File: config.mk
export PLATFORM = sky130hd
export DESIGN_NAME = hud_digit_row
export DESIGN_NICKNAME = d
export VERILOG_FILES = /design/src/rtl/hud_digit_row.sv
export SDC_FILE = /design/constraint.sdc
export NUM_CORES = 1
export LEC_CHECK = 0
export BUFFER_PORTS_ARGS = -buffer_cell sky130_fd_sc_hd__buf_2
export CELL_PAD_IN_SITES_DETAIL_PLACEMENT = 0
export CELL_PAD_IN_SITES_GLOBAL_PLACEMENT = 1
export CORE_ASPECT_RATIO = 0.8
export CORE_MARGIN = 10
export CORE_UTILIZATION = 39
export DETAILED_ROUTE_END_ITERATION = 7
export PLACE_DENSITY = 0.84
export SETUP_SLACK_MARGIN = 0.2
export SYNTH_ARGS = -nofsm -noshare
export SYNTH_HDL_FRONTEND = slang
export SYNTH_SLANG_ARGS = --single-unit
File: constraint.sdc
create_clock -name clk -period 1.9 [get_ports clk]
set_input_delay 0.095 -clock clk [delete_from_list [all_inputs] [get_ports clk]]
set_output_delay 0.095 -clock clk [all_outputs]
set_load 0.1 [all_outputs]
File: src/rtl/hud_digit_row.sv
// HUD numeric overlay: a row of seven-segment digits rendered as one colour layer,
// written per digit or loaded from binary via double-dabble. Optional macro HUD_LZ_BLANK_EN.
module hud_digit_row #(
    parameter int unsigned NUM_DIGITS = 4,
    parameter int unsigned VALUE_W    = 14,
    parameter int unsigned X0         = 0,
    parameter int unsigned Y0         = 715,
    parameter int unsigned DIGIT_W    = 20,
    parameter int unsigned DIGIT_H    = 40,
    parameter int unsigned PITCH      = 25,
    parameter int unsigned SEG_T      = 4,
    parameter logic [23:0] COLOR      = 24'hFF0000
) (
    input  logic               clk,
    input  logic               reset,
    input  logic [10:0]        hcount,
    input  logic [9:0]         vcount,
    input  logic               wr_valid,
    output logic               wr_ready,
    input  logic               wr_mode,
    input  logic [3:0]         wr_index,
    input  logic [3:0]         wr_digit,
    input  logic [VALUE_W-1:0] wr_value,
    output logic               overflow,
    output logic               in_hud,
    output logic [23:0]        pixel
);

    localparam int unsigned BCD_MIN = (VALUE_W + 2) / 3;
    localparam int unsigned BCD_N   = (NUM_DIGITS > BCD_MIN) ? NUM_DIGITS : BCD_MIN;
    localparam int unsigned BCD_W   = 4 * BCD_N;
    localparam int unsigned CNT_W   = $clog2(VALUE_W + 1);
    localparam int unsigned MID     = (DIGIT_H - SEG_T) / 2;
    localparam int unsigned IDX_W   = 4;
    localparam int unsigned CW      = 12;

    typedef enum logic [1:0] {IDLE, SHIFT, COMMIT} state_t;

    state_t             state_q, state_d;
    logic [3:0]         digit_q   [NUM_DIGITS];
    logic [3:0]         digit_eff [NUM_DIGITS];
    logic [VALUE_W-1:0] value_q;
    logic [BCD_W-1:0]   bcd_q, bcd_adj, bcd_next;
    logic [CNT_W-1:0]   cnt_q;
    logic               accept, acc_bin, acc_dir, over_c;

    assign accept  = wr_valid && wr_ready;
    assign acc_bin = accept && wr_mode;
    assign acc_dir = accept && !wr_mode;

    always_ff @(posedge clk) begin
        if (reset) state_q <= IDLE;
        else       state_q <= state_d;
    end

    always_comb begin
        state_d = state_q;
        case (state_q)
            IDLE:    if (acc_bin) state_d = SHIFT;
            SHIFT:   if (cnt_q == CNT_W'(VALUE_W - 1)) state_d = COMMIT;
            COMMIT:  state_d = IDLE;
            default: state_d = IDLE;
        endcase
    end

    // One double-dabble step, plus overflow = any BCD nibble above the displayed ones.
    always_comb begin
        bcd_adj = bcd_q;
        for (int unsigned i = 0; i < BCD_N; i++) begin
            if (bcd_q[4*i +: 4] >= 4'd5) bcd_adj[4*i +: 4] = bcd_q[4*i +: 4] + 4'd3;
        end
        bcd_next = {bcd_adj[BCD_W-2:0], value_q[VALUE_W-1]};
        over_c = 1'b0;
        for (int unsigned i = NUM_DIGITS; i < BCD_N; i++) begin
            if (bcd_q[4*i +: 4] != 4'd0) over_c = 1'b1;
        end
    end

    always_ff @(posedge clk) begin
        if (reset) begin
            wr_ready <= 1'b1;
            overflow <= 1'b0;
            value_q  <= '0;
            bcd_q    <= '0;
            cnt_q    <= '0;
            for (int unsigned i = 0; i < NUM_DIGITS; i++) digit_q[i] <= 4'hF;
        end else begin
            overflow <= 1'b0;
            if (acc_bin) begin
                value_q  <= wr_value;
                bcd_q    <= '0;
                cnt_q    <= '0;
                wr_ready <= 1'b0;
            end else if (state_q == IDLE) begin
                wr_ready <= 1'b1;
            end
            if (acc_dir) begin
                for (int unsigned i = 0; i < NUM_DIGITS; i++) begin
                    if (wr_index == IDX_W'(i)) digit_q[i] <= wr_digit;
                end
            end
            if (state_q == SHIFT) begin
                bcd_q   <= bcd_next;
                value_q <= value_q << 1;
                cnt_q   <= cnt_q + CNT_W'(1);
            end
            if (state_q == COMMIT) begin
                overflow <= over_c;
                for (int unsigned i = 0; i < NUM_DIGITS; i++) begin
                    digit_q[i] <= over_c ? 4'd9 : bcd_q[4*(NUM_DIGITS-1-i) +: 4];
                end
            end
        end
    end

`ifdef HUD_LZ_BLANK_EN
    // Blank zeros that only have zero/blank digits to their left; rightmost always shows.
    always_comb begin
        logic lead;
        lead = 1'b1;
        for (int unsigned i = 0; i < NUM_DIGITS; i++) begin
            digit_eff[i] = digit_q[i];
            if (lead && (digit_q[i] == 4'd0) && (i != NUM_DIGITS - 1)) digit_eff[i] = 4'hF;
            lead = lead && ((digit_q[i] == 4'd0) ||
                            ((digit_q[i] > 4'd9) && (digit_q[i] != 4'hE)));
        end
    end
`else
    always_comb begin
        for (int unsigned i = 0; i < NUM_DIGITS; i++) digit_eff[i] = digit_q[i];
    end
`endif

    // Stage 1: locate the cell under the current pixel.
    logic [CW-1:0]    hx, vy, lx_c, lx_s1, ly_s1;
    logic [IDX_W-1:0] idx_c, idx_s1;
    logic             hit_c, row_c, hit_s1;

    always_comb begin
        hx    = CW'(hcount);
        vy    = CW'(vcount);
        row_c = (vy >= CW'(Y0)) && (vy < CW'(Y0 + DIGIT_H));
        hit_c = 1'b0;
        idx_c = '0;
        lx_c  = '0;
        for (int unsigned i = 0; i < NUM_DIGITS; i++) begin
            if ((hx >= CW'(X0 + i*PITCH)) && (hx < CW'(X0 + i*PITCH + DIGIT_W))) begin
                hit_c = row_c;
                idx_c = IDX_W'(i);
                lx_c  = hx - CW'(X0 + i*PITCH);
            end
        end
    end

    always_ff @(posedge clk) begin
        if (reset) begin
            hit_s1 <= 1'b0;
            idx_s1 <= '0;
            lx_s1  <= '0;
            ly_s1  <= '0;
        end else begin
            hit_s1 <= hit_c;
            idx_s1 <= idx_c;
            lx_s1  <= lx_c;
            ly_s1  <= vy - CW'(Y0);
        end
    end

    // Segment set {g,f,e,d,c,b,a} for a digit code.
    function automatic logic [6:0] seg_mask(input logic [3:0] code);
        case (code)
            4'd0:    seg_mask = 7'h3F;
            4'd1:    seg_mask = 7'h06;
            4'd2:    seg_mask = 7'h5B;
            4'd3:    seg_mask = 7'h4F;
            4'd4:    seg_mask = 7'h66;
            4'd5:    seg_mask = 7'h6D;
            4'd6:    seg_mask = 7'h7D;
            4'd7:    seg_mask = 7'h07;
            4'd8:    seg_mask = 7'h7F;
            4'd9:    seg_mask = 7'h6F;
            4'hE:    seg_mask = 7'h40;
            default: seg_mask = 7'h00;
        endcase
    endfunction

    // Stage 2: segment geometry against the selected digit.
    logic [3:0] code_c;
    logic [6:0] region_c;
    logic       hspan_c, left_c, right_c, lit_c;

    always_comb begin
        code_c = 4'hF;
        for (int unsigned i = 0; i < NUM_DIGITS; i++) begin
            if (idx_s1 == IDX_W'(i)) code_c = digit_eff[i];
        end
        hspan_c = (lx_s1 >= CW'(SEG_T)) && (lx_s1 < CW'(DIGIT_W - SEG_T));
        left_c  = lx_s1 < CW'(SEG_T);
        right_c = lx_s1 >= CW'(DIGIT_W - SEG_T);
        region_c[0] = hspan_c && (ly_s1 < CW'(SEG_T));
        region_c[1] = right_c && (ly_s1 >= CW'(SEG_T)) && (ly_s1 < CW'(MID + SEG_T));
        region_c[2] = right_c && (ly_s1 >= CW'(MID)) && (ly_s1 < CW'(DIGIT_H - SEG_T));
        region_c[3] = hspan_c && (ly_s1 >= CW'(DIGIT_H - SEG_T));
        region_c[4] = left_c && (ly_s1 >= CW'(MID)) && (ly_s1 < CW'(DIGIT_H - SEG_T));
        region_c[5] = left_c && (ly_s1 >= CW'(SEG_T)) && (ly_s1 < CW'(MID + SEG_T));
        region_c[6] = hspan_c && (ly_s1 >= CW'(MID)) && (ly_s1 < CW'(MID + SEG_T));
        lit_c = hit_s1 && (|(seg_mask(code_c) & region_c));
    end

    always_ff @(posedge clk) begin
        if (reset) begin
            in_hud <= 1'b0;
            pixel  <= 24'h0;
        end else begin
            in_hud <= lit_c;
            pixel  <= lit_c ? COLOR : 24'h0;
        end
    end

endmodule

==> summary.txt <==
Critical path data required time: 2.16 ns
Final setup vio count: 1
Setup WS pre-CTS: -0.1560 ns
Die width: 143.6 um
Port bufs: 57
Per-cell routed wire length: 14.16 um
1st-iter DRT viols: 272
Share of layout cells above drive strength 1: 23.41%
Kind of critical path: reg -> reg
Initial antenna violation count: 0
Post-Place Cells: 758
CP startpoint kind: flip-flop
Post-synth top area share: 27.72%
Register bit count reported by yosys: 82
Net Sw Frac: 26.74%
R2R cell count: 9
Syn avg cell area: 8.636 um^2
Final Hold Viols: 0
WL final: 11040 um
Fillers: 1189
Pins Over Slew Limit: 0
Worst vdd ir: 0.4141 mV
Final non-filler cell total: 780
Predominant post-synthesis flop cell: dfxtp_1
Crit path max fanout: 4
Drc violations: 0
Setup TNS Final: -0.1469 ns
First-pass GRT wire length: 17830 um
Via count: 4089
Area growth syn-to-layout: 20.29%
Initial core utilization: 39.49%
CP Launch Point: idx_s1[0]
Worst Skew: 0.006623 ns
H-tree levels: 3
Area leader, netlist: dfxtp_1
Vias in the first global route: 3819
Pin count of the biggest net entering global routing: 42
Final core utilization: 47.50%
Mapped cell area: 0.004767 mm^2
Peak Freq: 0.4885 GHz
Status: finished with violations
Post-DP HPWL: 8268 um
Chip height: 118.9 um
Setup slack, reg-to-reg: -0.15 ns
Post-route setup slack: -0.1469 ns
Nets: 698
Net switching power: 1.114 mW
Hold crit path type: in -> reg
Post-synthesis async set-or-reset flop share: 0%
Number of routed nets with antenna violations: 0
Most frequent cells in the layout: 64 x dfxtp_1, 62 x nor2_1, 57 x buf_2, 37 x a21oi_1, 37 x buf_4
Clock power frac: 41.3%
Pwr Density: 726.8 mW/mm^2
Synth area leaders: dfxtp_1 28%, edfxtp_1 10%, ha_1 7.3%, nor2_1 4.9%, a21oi_1 4.3%
Critical path arrival: 2.30 ns
Clock tree from TritonCTS: done
EDFF count, synth: 16
Post-layout min period: 2.047 ns
Worst flop-to-flop path endpoint: pixel[22]
Combinational share of power: 14.1%
Clock transition at path regs: 0.06 ns
Syn Inst Count: 552
First-pass DRT Iterations: 4
Critical R2R Launch: idx_s1[0]
Dpl cell area: 0.005325 mm^2
FF+latch area: 0.001809 mm^2
Internal Power: 3.054 mW
Total gr overflow: 0
YS warnings: 0
Placer Congestion: 0.8430
I/O pin count: 74
Vias per inst: 5.242
Most common cell after layout, fill and taps aside: dfxtp_1
Leakage: 2.289 nW
Core area: 0.01207 mm^2
Post-synthesis sequential area ratio: 37.80%
# rows: 36
RSZ-0062 raised after global routing: true
Period utilization: 107.7%
Sequential share of power: 44.7%
Longest Clk Path Bufs: 2
Cts bufs inserted: 9
Hold WS: 0.04225 ns
Crit end category: flip-flop
Insertion delay to the later sink of the worst-skew pair: 0.34 ns
Final instance area: 0.005734 mm^2
Max-Cap Viols: 0
Tot Pwr: 4.168 mW
Diode count: 0
Total GRT Usage: 12.43%
Clock Sink Count: 82
Die footprint: 0.01707 mm^2
Synth cell types: 60
Root Driver: clkbuf_16
Setup crit end: pixel[22]
Area of the multi-input gates: 0.002770 mm^2
Violated checks: setup timing
Yosys cell counts (16+ instances only):
cell type   n
ha_1       28
a211oi_1   19
nand2_1    37
nor3_1     19
clkbuf_1   17
inv_1      23
o21ai_0    34
nor2_1     62
buf_4      25
edfxtp_1   16
a21oi_1    41
nand3_1    24
dfxtp_1    66
worst min-delay path by stage:
stage	from	end	depth (start not counted)
finish	vcount[9]	ly_s1[9]	3
CTS	vcount[9]	ly_s1[9]	3
global placement	vcount[8]	hit_s1	2
global route	vcount[7]	ly_s1[7]	3
detailed placement	vcount[8]	hit_s1	2
floorplan	vcount[8]	hit_s1	1
critical path, stage by stage, from the launching register on:
cell      delay, ns
dfxtp_4        0.37
mux4_2         0.60
inv_4          0.12
ha_4           0.13
inv_2          0.03
nor2_1         0.08
a211oi_1       0.06
nor4b_1        0.27
o31ai_1        0.12
a41oi_1        0.20
sequential cells by signal, summed over array words and instances, names as in the netlist:
| register | flops |
|---|---|
| bcd_q | 20 |
| hit_s1 | 1 |
| pixel | 1 |
| overflow | 1 |
| lx_s1 | 10 |
| state_q | 2 |
| cnt_q | 4 |
| ly_s1 | 10 |
| digit_q | 16 |
| idx_s1 | 2 |
| value_q | 14 |
| wr_ready | 1 |
what timing repair did:
item                                    4_1_cts  5_1_grt
hold endpoints to repair                      1        0
endpoints found under the setup margin        7       35
hold buffers                                  1        0
setup buffers                                 4        1
pin swaps                                     5        7
resized for setup                             4       14
final cells by class:
| type | count | share of cell area, % |
|---|---|---|
| flip-flops and latches | 82 | 31.55 |
| clock inverters | 2 | 0.2618 |
| multi-input cells | 412 | 48.31 |
| repair buffers | 95 | 9.993 |
| clock buffers | 14 | 4.975 |
| inverters | 23 | 1.593 |
| well taps | 152 | 3.317 |
routing by layer:
layer	wire, um	global-route usage (%)
met5	0	0
met3	637	3.495
met4	123	3.694
met1	5163	16.22
met2	5116	19.54
power by group through the flow:
stage | registers (mW) | clock network, mW | logic, mW
after floorplan | 1.90 | 0 | 0.437
after global placement | 1.90 | 0 | 0.562
after detailed placement | 1.90 | 0 | 0.570
after CTS | 1.86 | 1.75 | 0.579
after global routing | 1.87 | 1.81 | 0.637
final | 1.86 | 1.72 | 0.587
cells by family after synthesis:
| family | after synthesis | synth area share [%] |
|---|---|---|
| simple gates | 190 | 19.32 |
| compound gates | 137 | 18.45 |
| flops | 82 | 37.80 |
| buf+inv | 73 | 7.769 |
| fa+ha+maj | 28 | 7.349 |
| xor+xnor | 22 | 4.042 |
| mux | 19 | 5.197 |
| other cells | 1 | 0.07866 |
No activity file was read; power rests on OpenSTA's default activity.
